==> config.mk <==
export PLATFORM = sky130hd
export DESIGN_NAME = led_blink_scheduler
export DESIGN_NICKNAME = d
export VERILOG_FILES = /design/src/rtl/led_blink_scheduler.sv
export SDC_FILE = /design/constraint.sdc
export NUM_CORES = 1
export LEC_CHECK = 0
export ABC_AREA = 1
export ABC_CLOCK_PERIOD_IN_PS = 2850
export BUFFER_PORTS_ARGS = -buffer_cell sky130_fd_sc_hd__clkbuf_2
export CAP_MARGIN = 30
export CORE_MARGIN = 2
export CORE_UTILIZATION = 60
export CTS_CLUSTER_DIAMETER = 60
export DETAILED_ROUTE_END_ITERATION = 7
export MAX_ROUTING_LAYER = met4
export PLACE_DENSITY_LB_ADDON = 0.25
export SLEW_MARGIN = 20
export SYNTH_ARGS = -nofsm -noshare
export SYNTH_HDL_FRONTEND = slang
export SYNTH_SLANG_ARGS = --single-unit
==> constraint.sdc <==
create_clock -name clk -period 2.85 [get_ports clk]
set_input_delay 0.285 -clock clk [delete_from_list [all_inputs] [get_ports clk]]
set_output_delay 0.285 -clock clk [all_outputs]
set_load 0.005 [all_outputs]
==> src/rtl/led_blink_scheduler.sv <==
// Round-robin LED blink scheduler: four requesters share one LED and each owner gets
// a programmed number of 50%-duty blinks. Owners are separated by a forced idle gap.
module led_blink_scheduler #(
   parameter logic [31:0] HALF_PERIOD = 32'd50000000,
   parameter logic [31:0] GAP_CYCLES  = 32'd25000000
) (
   input  logic        clk,
   input  logic        rst,
   input  logic [3:0]  req,
   input  logic [15:0] req_count,
   output logic [3:0]  grant,
   output logic [3:0]  done,
   output logic        busy,
   output logic        LED
);

   typedef enum logic [1:0] {IDLE, ON, OFF, GAP} state_t;

   state_t      state, state_nx;
   logic [1:0]  ptr, ptr_nx;
   logic [31:0] timer, timer_nx;
   logic [3:0]  remaining, remaining_nx;
   logic [3:0]  grant_nx, done_nx;
   logic        busy_nx, led_nx;

   logic        win_valid;
   logic [1:0]  win_idx;
   logic [3:0]  win_count;

   // Offsets are scanned farthest-first so the nearest requester after ptr is written last.
   always_comb begin
      win_valid = 1'b0;
      win_idx   = ptr;
      for (int k = 4; k >= 1; k--) begin
         if (req[ptr + 2'(k)]) begin
            win_valid = 1'b1;
            win_idx   = ptr + 2'(k);
         end
      end
      win_count = req_count[{win_idx, 2'b00} +: 4];
   end

   always_comb begin
      // NOTE: every output of this block gets a default first so no path infers a latch.
      state_nx     = state;
      ptr_nx       = ptr;
      timer_nx     = timer;
      remaining_nx = remaining;
      grant_nx     = grant;
      done_nx      = 4'b0000;
      led_nx       = LED;

      case (state)
         IDLE: begin
            if (win_valid) begin
               ptr_nx       = win_idx;
               grant_nx     = 4'b0001 << win_idx;
               remaining_nx = win_count;
               timer_nx     = 32'd0;
               if (win_count != 4'd0) begin
                  state_nx = ON;
                  led_nx   = 1'b1;
               end else begin
                  state_nx = GAP;
                  led_nx   = 1'b0;
                  done_nx  = 4'b0001 << win_idx;
               end
            end
         end
         ON: begin
            if (!req[ptr]) begin
               state_nx = GAP;
               led_nx   = 1'b0;
               grant_nx = 4'b0000;
               timer_nx = 32'd0;
            end else if (timer == HALF_PERIOD - 32'd1) begin
               state_nx = OFF;
               led_nx   = 1'b0;
               timer_nx = 32'd0;
            end else begin
               timer_nx = timer + 32'd1;
            end
         end
         OFF: begin
            // A dropped owner request wins over the end-of-phase decision, so no done pulse.
            if (!req[ptr]) begin
               state_nx = GAP;
               led_nx   = 1'b0;
               grant_nx = 4'b0000;
               timer_nx = 32'd0;
            end else if (timer == HALF_PERIOD - 32'd1) begin
               timer_nx = 32'd0;
               if (remaining == 4'd1) begin
                  state_nx = GAP;
                  grant_nx = 4'b0000;
                  done_nx  = 4'b0001 << ptr;
               end else begin
                  state_nx     = ON;
                  led_nx       = 1'b1;
                  remaining_nx = remaining - 4'd1;
               end
            end else begin
               timer_nx = timer + 32'd1;
            end
         end
         GAP: begin
            grant_nx = 4'b0000;
            led_nx   = 1'b0;
            if (GAP_CYCLES == 32'd0 || timer == GAP_CYCLES - 32'd1) begin
               state_nx = IDLE;
               timer_nx = 32'd0;
            end else begin
               timer_nx = timer + 32'd1;
            end
         end
         default: state_nx = IDLE;
      endcase

      busy_nx = (state_nx != IDLE);
   end

   // NOTE: state registers use non-blocking assignments so every flop samples pre-edge values.
   always_ff @(posedge clk or posedge rst) begin
      if (rst) begin
         state     <= IDLE;
         ptr       <= 2'd3;
         timer     <= 32'd0;
         remaining <= 4'd0;
         grant     <= 4'b0000;
         done      <= 4'b0000;
         busy      <= 1'b0;
         LED       <= 1'b0;
      end else begin
         state     <= state_nx;
         ptr       <= ptr_nx;
         timer     <= timer_nx;
         remaining <= remaining_nx;
         grant     <= grant_nx;
         done      <= done_nx;
         busy      <= busy_nx;
         LED       <= led_nx;
      end
   end

endmodule

==> out/results.tsv <==
stage	metric	value	unit
global_route	global route overflow	0	
route	drt total wl	8.94	mm
clocking	cell at the root of the clock tree	clkbuf_8	
clocking	clk sinks	50	
route	DR iter-0 viols	262	
yosys	Syn Inst Count	535	
yosys	post-synth cell types	35	
setup_path	CP Launch Type	flip-flop	
timing	worst clock skew	12.4	ps
setup_path	Worst Path Class, Setup	flip-flop to flip-flop	
power	worst ir drop on vdd	0.000794	V
setup_path	Critical Path RT	3080	ps
status	status	finished clean	
global_route	largest net degree at the start of global routing	37	
clocking	CTS tree	yes	
floorplanning	# rows	28	
yosys	synth top area cells	dfrtp_1, nand2_1, inv_1	
timing	Worst Tran Pin Value	752	ps
timing	Tmin final	2550	ps
timing	final setup TNS	0	ps
route	Avg Vias per Cell	5.61	
timing	fmax	0.392	GHz
yosys	ys async rst share	100	%
layout	Post-Layout Cell Count	646	
setup_path	crit-path max FO	8	
timing	final period utilization	89.6	%
global_route	Total Routing Usage GR	29.4	%
route	wire length per cell	13.8	um
yosys	ys flop type	dfrtp_1	
layout	antenna fix cells	0	
placed_design	DP Area	3860	um^2
layout	commonest cells after routing, fill and taps aside	nand2_1, inv_1, nor2_1	
layout	Seq. cell area	1250	um^2
floorplanning	Ports	32	
setup_path	Worst Setup End Kind	flip-flop	
floorplanning	initial core utilization	62.0	%
placed_design	PortBufs	31	
power	pwr dens	887	nW/um^2
setup_path	CP Data Arrival Time	2790	ps
clocking	Clk pin slew, worst setup/hold paths	100	ps
floorplanning	core area	5890	um^2
layout	most common cell after layout, fill and taps aside	nand2_1	
yosys	Syn Nets	569	
yosys	syn_area_per_cell	6.82	um^2
route	via count	3622	
floorplanning	Die Y	82.0	um
layout	Multi-input gate area	2040	um^2
global_route	first-pass GRT wire length	15.1	mm
placed_design	Final GP Congestion	0.987	
power	standby leakage power	0.00193	uW
global_route	initial antenna violation count	0	
route	TritonRoute pass-1 iters	6	
layout	fill cell total of the finished layout	549	
route	DRC	0	
layout	Design Area, Final	3970	um^2
clocking	Clock Latency Late Sink	300	ps
yosys	Synth area leader	dfrtp_1	
floorplanning	die footprint	6720	um^2
floorplanning	die width	82.0	um
clocking	Num CTS Buffers	5	
yosys	Cell Area, Synth	3650	um^2
clocking	H-tree Lvls	2	
yosys	EDFF count, synth	0	
timing	Final Setup Violations	0	
timing	unrepaired setup endpoints after global routing	no	
yosys	Synthesis Warnings	0	
hold_path	Hold Path Class	primary input to asynchronous set/reset pin	
timing	max_slew headroom	49.8	%
layout	layout net count	604	
layout	Area Overhead vs Synth	8.88	%
placed_design	post-placement cell count	636	
placed_design	hpwl dp	6.87	mm
yosys	Yosys top cell area share	32.9	%
yosys	synthesized flop and latch total	50	
clocking	clock tree buffer depth	2	
timing	Final Max Slew Viols	0	
run	Max-Cap Viols	0	
route	post-route ant nets	0	
timing	Hold Fails Final Rpt	0	
global_route	vias in the first global route	3499	
yosys	post-synthesis sequential area ratio	34.4	%
layout	fraction of layout cells with a size suffix above 1	14.2	%
repair_timing:
action / 4_1_cts / 5_1_grt
buffers inserted: 0 / 2
hold buffers: 0 / 0
gates resized for setup: 0 / 2
setup endpoints to repair: 0 / 14
per-stage QoR:
step	util [%]	total power, uW	hold slack, ps	setup WS, ps
2_1_floorplan	-	2600	453	601
3_3_place_gp	65.5	2980	447	318
3_5_place_dp	65.5	3040	453	201
4_1_cts	67.1	3470	133	194
5_1_grt	67.5	3870	174	29.0
6_report	67.5	3520	101	297
final timing paths:
check / start / to / slack (ps) / depth (start not counted)
max reg2reg: ptr[1] / busy / 300 / 16
max in group asynchronous: rst / ptr[0] / 2070 / 3
max: ptr[1] / busy / 300 / 16
min reg2reg: grant[0] / grant[0] / 490 / 2
min in group clk: req_count[12] / remaining[0] / 470 / 7
min: rst / timer[26] / 100 / 2
sequential cells by signal (all words and copies together), names as in the netlist:
name       cells
timer         32
done           4
grant          4
remaining      4
ptr            2
state          2
LED            1
busy           1
metal layers:
metal	track usage (%)	wire [um]	part of all wire [%]
met5	-	0	0
met4	11.8	263	2.9
met3	4.07	467	5.2
met2	51.5	4470	50
met1	33.9	3740	42
cell families after synthesis:
group           count (synthesis)  share of synthesized area [%]
compound gates                 47                           7.10
flops                          50                           34.4
buf+inv                        81                           9.88
xor+xnor                       14                           3.36
fa+ha+maj                      12                           4.12
simple gates                  331                           41.2
cell usage after synthesis (3+ instances only):
cell type	count
a21oi_1	19
buf_2	3
buf_6	5
dfrtp_1	48
ha_1	12
inv_1	66
inv_4	3
nand2_1	159
nand2_2	12
nand3_1	43
nand4_1	24
nor2_1	51
nor2_2	5
nor3_1	23
nor4_1	4
nor4_2	3
o21ai_0	17
o21ai_1	4
xor2_1	12
final cells by class:
type | instances | share of cell area [%]
Clock inverter | 1 | 0.126
Timing Repair Buffer | 38 | 5.23
Sequential cell | 50 | 31.6
Inverter | 71 | 7.09
Multi-Input combinational cell | 404 | 51.5
Tap cell | 75 | 2.36
Clock buffer | 7 | 2.17
worst max-delay path, stage by stage (launching register included):
cell     delay (ps)
dfstp_2         580
inv_1           120
ha_1            330
inv_1            60
nand2_1         110
nand2_1          80
nand2_2         100
nand2_1          90
nand2_2         120
nand2_2         140
nand2_1          80
nand2_1          50
nand2_1          50
nand2_1          80
nor2_2          220
nand3_1         180
nand3_1         110
power by group:
part           switching, uW  total [uW]  leakage [uW]  internal, uW
logic                   1490        2160       0.00121           671
registers               93.4         930      0.000671           837
clock network            233         430     0.0000482           196
total                   1820        3520       0.00193          1700
No activity file was read; power rests on OpenSTA's default activity.
